**config.mk**
```make
export PLATFORM = sky130hd
export DESIGN_NAME = serial_nibble_adder_ctrl
export DESIGN_NICKNAME = d
export VERILOG_FILES = /design/src/rtl/serial_nibble_adder_ctrl.sv
export SDC_FILE = /design/constraint.sdc
export NUM_CORES = 1
export LEC_CHECK = 0
export BUFFER_PORTS_ARGS = -buffer_cell sky130_fd_sc_hd__buf_2
export CAP_MARGIN = 10
export CORE_MARGIN = 2
export CORE_UTILIZATION = 53
export DETAILED_ROUTE_END_ITERATION = 6
export PLACE_DENSITY = 0.84
export SETUP_SLACK_MARGIN = 0.05
export SYNTH_ARGS = -nofsm -noshare
export SYNTH_HDL_FRONTEND = slang
export SYNTH_SLANG_ARGS = --single-unit
export TNS_END_PERCENT = 30
```
**constraint.sdc**
```tcl
create_clock -name clk -period 3.6 [get_ports clk]
set_clock_uncertainty 0.2 [all_clocks]
set_input_delay 0.72 -clock clk [delete_from_list [all_inputs] [get_ports clk]]
set_output_delay 0.72 -clock clk [all_outputs]
set_load 0.02 [all_outputs]
```
**src/rtl/serial_nibble_adder_ctrl.sv**
```systemverilog
// -----------------------------------------------------------------------------
// serial_nibble_adder_ctrl
//
// Performs one WIDTH-bit addition (a + b + c_in) over NIBBLES = WIDTH/4 clock
// cycles using a single 4-bit ripple slice. Nibble 0 is processed first and the
// carry between nibbles is kept in a register, so the carry reaches nibble k+1
// only on the following clock, never combinationally.
//
// Optional feature macro: ADD_OVF_FLAG_EN
//   defined   -> the ovf port exists and reports two's-complement overflow.
//   undefined -> no ovf port and no overflow logic; all else identical.
//
// Ports
//   clk        in   1      rising-edge clock
//   rst        in   1      synchronous, active-high reset
//   in_valid   in   1      request present on a/b/c_in
//   in_ready   out  1      block can accept a request (IDLE)
//   a          in   WIDTH  operand A
//   b          in   WIDTH  operand B
//   c_in       in   1      carry into nibble 0
//   out_valid  out  1      sum/c_out(/ovf) valid (DONE)
//   out_ready  in   1      consumer takes the result
//   sum        out  WIDTH  low WIDTH bits of a + b + c_in
//   c_out      out  1      carry out of the top nibble
//   ovf        out  1      signed overflow (only with ADD_OVF_FLAG_EN)
//   state_dbg  out  2      current FSM state (0=IDLE, 1=RUN, 2=DONE)
//
// Handshake: a transfer happens on a rising edge where valid and ready are
// both 1 and rst is 0. in_ready is high only in IDLE and out_valid only in
// DONE, so the two are never high together; after the result handoff the next
// request can be accepted one cycle later at the earliest.
// -----------------------------------------------------------------------------
module serial_nibble_adder_ctrl #(
  parameter int WIDTH = 16
) (
  input  logic             clk,
  input  logic             rst,
  input  logic             in_valid,
  output logic             in_ready,
  input  logic [WIDTH-1:0] a,
  input  logic [WIDTH-1:0] b,
  input  logic             c_in,
  output logic             out_valid,
  input  logic             out_ready,
  output logic [WIDTH-1:0] sum,
  output logic             c_out,
`ifdef ADD_OVF_FLAG_EN
  output logic             ovf,
`endif
  output logic [1:0]       state_dbg
);

  localparam int NIBBLES = WIDTH / 4;
  // Keep the counter at least one bit wide so WIDTH=4 still elaborates.
  localparam int CNT_W = (NIBBLES > 1) ? $clog2(NIBBLES) : 1;
  localparam logic [CNT_W-1:0] LAST_NIB = CNT_W'(NIBBLES - 1);

  if ((WIDTH < 4) || ((WIDTH % 4) != 0)) begin : g_bad_width
    $error("serial_nibble_adder_ctrl: WIDTH must be a multiple of 4 and >= 4");
  end

  typedef enum logic [1:0] {
    IDLE = 2'd0,
    RUN  = 2'd1,
    DONE = 2'd2
  } state_t;

  state_t           state_q;
  state_t           state_d;

  logic [WIDTH-1:0] a_q;
  logic [WIDTH-1:0] b_q;
  logic [WIDTH-1:0] sum_q;
  logic [CNT_W-1:0] cnt_q;
  logic             carry_q;
  logic             c_out_q;
`ifdef ADD_OVF_FLAG_EN
  logic             ovf_q;
`endif

  logic [3:0]       a_nib;
  logic [3:0]       b_nib;
  logic [4:0]       slice;
  logic             last_nib;
  logic             accept;

  // ---------------------------------------------------------------------------
  // FSM: state register
  // ---------------------------------------------------------------------------
  always_ff @(posedge clk) begin
    if (rst) begin
      state_q <= IDLE;
    end else begin
      state_q <= state_d;
    end
  end

  // ---------------------------------------------------------------------------
  // FSM: next-state logic
  // ---------------------------------------------------------------------------
  always_comb begin
    state_d = state_q;
    case (state_q)
      IDLE: if (in_valid)  state_d = RUN;
      RUN:  if (last_nib)  state_d = DONE;
      DONE: if (out_ready) state_d = IDLE;
      default:             state_d = IDLE;
    endcase
  end

  // ---------------------------------------------------------------------------
  // FSM: outputs decoded from state only
  // ---------------------------------------------------------------------------
  always_comb begin
    in_ready  = 1'b0;
    out_valid = 1'b0;
    case (state_q)
      IDLE:    in_ready  = 1'b1;
      DONE:    out_valid = 1'b1;
      default: begin
        in_ready  = 1'b0;
        out_valid = 1'b0;
      end
    endcase
  end

  assign state_dbg = state_q;

  // ---------------------------------------------------------------------------
  // Datapath: one 4-bit slice, fed from the latched operands by nibble index
  // ---------------------------------------------------------------------------
  assign accept   = (state_q == IDLE) && in_valid;
  assign last_nib = (cnt_q == LAST_NIB);
  assign a_nib    = a_q[4*cnt_q +: 4];
  assign b_nib    = b_q[4*cnt_q +: 4];
  assign slice    = {1'b0, a_nib} + {1'b0, b_nib} + {4'b0000, carry_q};

  always_ff @(posedge clk) begin
    if (rst) begin
      a_q     <= '0;
      b_q     <= '0;
      sum_q   <= '0;
      cnt_q   <= '0;
      carry_q <= 1'b0;
      c_out_q <= 1'b0;
`ifdef ADD_OVF_FLAG_EN
      ovf_q   <= 1'b0;
`endif
    end else begin
      case (state_q)
        IDLE: begin
          if (accept) begin
            a_q     <= a;
            b_q     <= b;
            carry_q <= c_in;
            cnt_q   <= '0;
          end
        end
        RUN: begin
          // Only the current nibble of sum is written; the others keep
          // whatever they held until their turn comes.
          sum_q[4*cnt_q +: 4] <= slice[3:0];
          carry_q             <= slice[4];
          if (last_nib) begin
            cnt_q   <= '0;
            c_out_q <= slice[4];
`ifdef ADD_OVF_FLAG_EN
            // Same-sign operands whose result sign differs -> overflow.
            ovf_q   <= (a_q[WIDTH-1] == b_q[WIDTH-1]) &&
                       (slice[3] != a_q[WIDTH-1]);
`endif
          end else begin
            cnt_q <= cnt_q + CNT_W'(1);
          end
        end
        default: begin
          // DONE: everything holds until the consumer takes the result.
        end
      endcase
    end
  end

  assign sum   = sum_q;
  assign c_out = c_out_q;
`ifdef ADD_OVF_FLAG_EN
  assign ovf   = ovf_q;
`endif

endmodule

```
---- Word-level counts from Yosys, hierarchy flattened ----
Index checks and enable logic that the tools add are counted.
word-level totals
  register bits after elaboration ......... 54
  bits of input ports ..................... 37
  output and inout bits ................... 21
  word-level logic and storage cells ...... 41
cells by class
  $add $sub $neg .......................... 4
  equality and inequality tests ........... 7
  shift-type cells ........................ 4
  mux-type cells .......................... 12
  reductions and logical operators ........ 7
operators by type and width
  operator                                                count
  negation 4 -> 34 bit                                    1
  variable shift 4 x 34 -> 16 bit (first input constant)  1
  variable part select 4 x 34 -> 16 bit                   1
  variable part select 16 x 5 -> 4 bit                    2
  bitwise mux 16 bit                                      1
  two-way mux 2 bit                                       5
  inequality test 2 bit (second input constant)           4
  case mux 2 bit (3 select lines)                         1
  AND reduction 2 bit                                     3
  adder 4 x 4 -> 5 bit                                    1
  adder 5 x 1 -> 5 bit                                    1
  == test 2 bit (second input constant)                   2
  case mux 2 bit (2 select lines)                         1
  two-way mux 1 bit                                       3
  AND reduction 3 bit                                     1
  adder 2 x 1 -> 2 bit (second input constant)            1
  == test 2 x 1 -> 1 bit (second input constant)          1
  logical NOT 2 bit                                       1
  case mux 1 bit (2 select lines)                         1
  nonzero test 2 bit                                      1
  logical AND 1 bit                                       1

---- Logic depth before layout (Yosys ltp) ----
  depth after elaboration ................. 5
  mapped depth ............................ 8

---- Least setup slack after synthesis ----
No wires, ideal clock.
  path kind ............................... register to register
  from .................................... register cnt_q[0]
  to ...................................... register carry_q
  library setup time ...................... 122 ps
  arrival time ............................ 2560 ps
  setup slack ............................. 719 ps
  stages on the path, launching flop included .. 9
  buffers on the path ..................... 1
  clock period less this slack ............ 2881 ps
  cell sequence ........................... dfxtp_1 -> clkbuf_8 -> mux4_2 -> fa_1 -> fa_1 -> a21o_1 -> a21oi_1 -> nand2b_1 -> a31oi_1
between the ends
  cells in the longest elaborated chain, start to end .. 4
ends and longest elaborated chain
  what                                                            line      source
  start: declaration                                              74        logic [CNT_W-1:0] cnt_q;
  start signal: assignment                                        173       cnt_q <= cnt_q + CNT_W'(1);
  variable part select 16 x 5 -> 4 bit, on equally long branches  134, 135
  adder 4 x 4 -> 5 bit (*)                                        136       assign slice = {1'b0, a_nib} + {1'b0, b_nib} + {4'b0000, carry_q};
  adder 5 x 1 -> 5 bit (*)                                        136
  case mux 1 bit (2 select lines) (*)                             150       case (state_q)
  end signal: assignment                                          155       carry_q <= c_in;
  end signal: assignment                                          163       carry_q <= slice[4];
  end: declaration                                                75        logic carry_q;
Every way passes the cells marked *; elsewhere a longest branch is shown, timed or not.
A chain may end at the register's enable or synchronous reset.

---- Worst setup path in the final report ----
Ends and elaborated chain as after synthesis.

==> reports/qor.csv <==
metric,value,unit
routed wire length per instance,14.2,um
height of the die,72.6,um
CTS Hold Bufs,0,
drc violations,0,
horizontal extent of the die,72.6,um
largest net degree at the start of global routing,55,
mux share of post-synthesis cell area,7.97,%
port bufs,57,
count of boundary I/O pins,58,
clock sink total,54,
net count of the mapped netlist,311,
leakage dissipation,1.18,nW
sort of element at the start of the critical path,flip-flop,
minimum hold slack,0.256,ns
detailed-router iteration count before antenna repair,4,
CORE AREA,4440,um2
combinational family with the most area after synthesis,simple AND/OR/NAND/NOR gates,
Slew @ Worst Pin,1.07,ns
area of all placed cells without fillers,2790,um2
area grow syn2layout,11.8,%
kind of end point of the critical path,flip-flop,
Num CTS Buffers,5,
total wirelength of the detailed-routed design,5170,um
HPWL reported at the end of detailed placement,3710,um
worst-path fanout max,7,
fraction of the mapped netlist area in compound gates,15.8,%
maximum ir drop on the vdd rail,0.000196,V
clock tree from TritonCTS,yes,
crit-path leading delay family,adder cells,
number of levels in the clock H-tree,2,
Final Max Tran Viols,0,
"flops & latches, synth",54,
count of nets after finishing,360,
average cell area after synthesis,9.49,um2
crit-path most repeated cell,fa_1,
standard cell with the maximum stage delay on the critical path,mux4_2,
path category of the worst min-delay check,flip-flop to flip-flop,
unrepaired setup endpoints after global routing,false,
count of synthesis-stage warnings from yosys,0,
final hold violation count,0,
overflow left after global routing,0,
# fillers,380,
number of enable flip-flop cells after synthesis,0,
Peak Freq,339,MHz
effective utilization at floorplan,56.1,%
top cell type's share of synthesized area,43.3,%
number of instances resized during post-cts repair,0,
number of antenna violations at the first check in global routing,0,
count of distinct cell types in the synthesized netlist,37,
master cell of the clock root buffer,clkbuf_8,
leading area contributor after synthesis,dfxtp_1,
leading post-synthesis cells by cell area,"dfxtp_1 (43%), nand2_1 (11%), mux4_1 (5.3%), a21oi_1 (5.2%), a21oi_2 (4.6%)",
Crit path largest cell delay,0.58,ns
clock buffer depth,2,
power density over cell area,407,nW/um2
worst setup path category,flip-flop to flip-flop,
gr usage total,20.6,%
Post-CTS Repair Setup Buffers,0,
Synth Area in Simple Gates,20.4,%
Die ar.,5270,um2
first-pass GRT wire length,8470,um
final setup TNS,0,ns
later-pin clock latency in the skew report,0.30,ns
Vias per Instance,5.62,
DRT antenna net count,0,
status,completed,
worst path required time,3.55,ns
crit path cell chain,mux4_2 -> fa_1 -> fa_1 -> a21o_1 -> a21oi_1 -> nand2b_1 -> a31oi_1,
FP Rows,24,
number of global-route vias before repair,1829,
portion of the post-synthesis area used by sequential elements,43.3,%
GPL Wtd Cong,0.771,
Post-Synth XOR/XNOR Area,0.351,%
Clock transition at path regs,0.09,ns
number of diodes,0,
number of max-cap violations,0,
minimum clock period,2.95,ns
Synth Instances,263,
most used flip-flop cell after synthesis,dfxtp_1,
Critical path buffers and inverters,0,
netlist area before placement,2490,um2
DRC marker count from the first detailed-route iteration,116,
arrival time worst endpoint,2.90,ns
adder-cell share of the synthesized area,6.12,%
setup violators final,0,
Post-synth ARST share,0,%
share of post-route cells with drive strength above 1,27.6,%
instance area after placement,2710,um2
number of vias after detailed routing,2044,
Tcrit/Tclk final,82.0,%
worst rel slew slack,28.9,%
## synthesized netlist by cell type (2+ instances only)
library cell and number:
inv_1 3, clkbuf_8 3, clkbuf_1 5, nand2b_1 2
nand3_1 5, mux4_2 3, ha_1 9, fa_1 2
a21oi_1 26, dfxtp_1 54, buf_2 3, a22oi_1 13
a21oi_2 13, nor2_1 16, a31oi_1 2, nor4_4 2
nand2_1 75, buf_8 3, mux4_1 5, and3_2 2
## cell type report
class | instances | area, um2 | area share (%)
repair buffers | 58 | 293 | 10.5
well taps | 52 | 65.1 | 2.33
clock buffers | 7 | 76.3 | 2.74
inverters | 3 | 11.3 | 0.404
flip-flops and latches | 54 | 1080 | 38.7
multi-input cells | 190 | 1260 | 45.3
## cells in the final DEF (no fill, tap or decap), types with 2 or more instances in the layout
| cell | instances |
|---|---|
| a21oi_1 | 26 |
| a21oi_2 | 13 |
| a22oi_1 | 13 |
| a31oi_1 | 2 |
| and3_2 | 2 |
| buf_2 | 57 |
| clkbuf_1 | 2 |
| clkbuf_8 | 5 |
| dfxtp_1 | 54 |
| fa_1 | 2 |
| ha_1 | 9 |
| inv_1 | 3 |
| mux4_1 | 5 |
| mux4_2 | 3 |
| nand2_1 | 75 |
| nand2b_1 | 2 |
| nand3_1 | 5 |
| nor2_1 | 16 |
| nor4_4 | 2 |
## sequential cells by signal, indices dropped and copies added (netlist names)
| register | count |
|---|---|
| cnt_q | 2 |
| carry_q | 1 |
| sum | 16 |
| state_dbg | 2 |
| a_q | 16 |
| b_q | 16 |
| c_out | 1 |
## worst register-to-register path, stage by stage, from the launching register on
cell      delay, ns
dfxtp_1        0.55
mux4_2         0.58
fa_1           0.46
fa_1           0.42
a21o_1         0.19
a21oi_1        0.19
nand2b_1       0.13
a31oi_1        0.08
## logic make-up (layout without fill, tap and decap cells)
family | after synthesis | after routing
AOI/OAI and AO/OA | 59 | 59
DFF | 54 | 54
buffers and inverters | 19 | 68
adders and majority gates | 11 | 11
muxes | 8 | 8
xor gates and xnor gates | 1 | 1
and+or+nand+nor | 111 | 111
## through the flow
step / power [W] / instances / setup WS, ns / util, %
4_1_cts: 0.00114 / 364 / 0.629 / 62.8
6_report: 0.00113 / 364 / 0.646 / 62.8
3_5_place_dp: 0.000834 / 357 / 0.661 / 61.1
5_1_grt: 0.00119 / 364 / 0.467 / 62.8
2_1_floorplan: 0.000793 / 263 / 0.719 / -
3_3_place_gp: 0.000826 / 357 / 0.727 / 61.1
## power by group
part | total [W] | leakage [nW] | internal, W | switching (W)
sequential | 0.000644 | 0.441 | 0.000624 | 0.0000203
combinational | 0.000176 | 0.705 | 0.0000716 | 0.000105
clock | 0.000314 | 0.0383 | 0.000134 | 0.000179
## layer usage
metal,vias to the layer above,track usage [%],share of wire [%]
met4,0,5.76,1.2
met1,956,26.3,43
li1,1006,-,-
met3,10,5.25,6.0
met5,-,0,0
met2,72,34.7,50
## path summary, 6_finish.rpt
path / start / to / slack, ns / cells past startpoint
setup reg to reg: cnt_q[0] / carry_q / 0.65 / 7
hold / removal: b_q[9] / b_q[9] / 0.26 / 2
hold reg to reg: b_q[9] / b_q[9] / 0.26 / 2
setup / recovery: cnt_q[0] / carry_q / 0.65 / 7
Note: power is estimated with default switching activity, not from simulation.
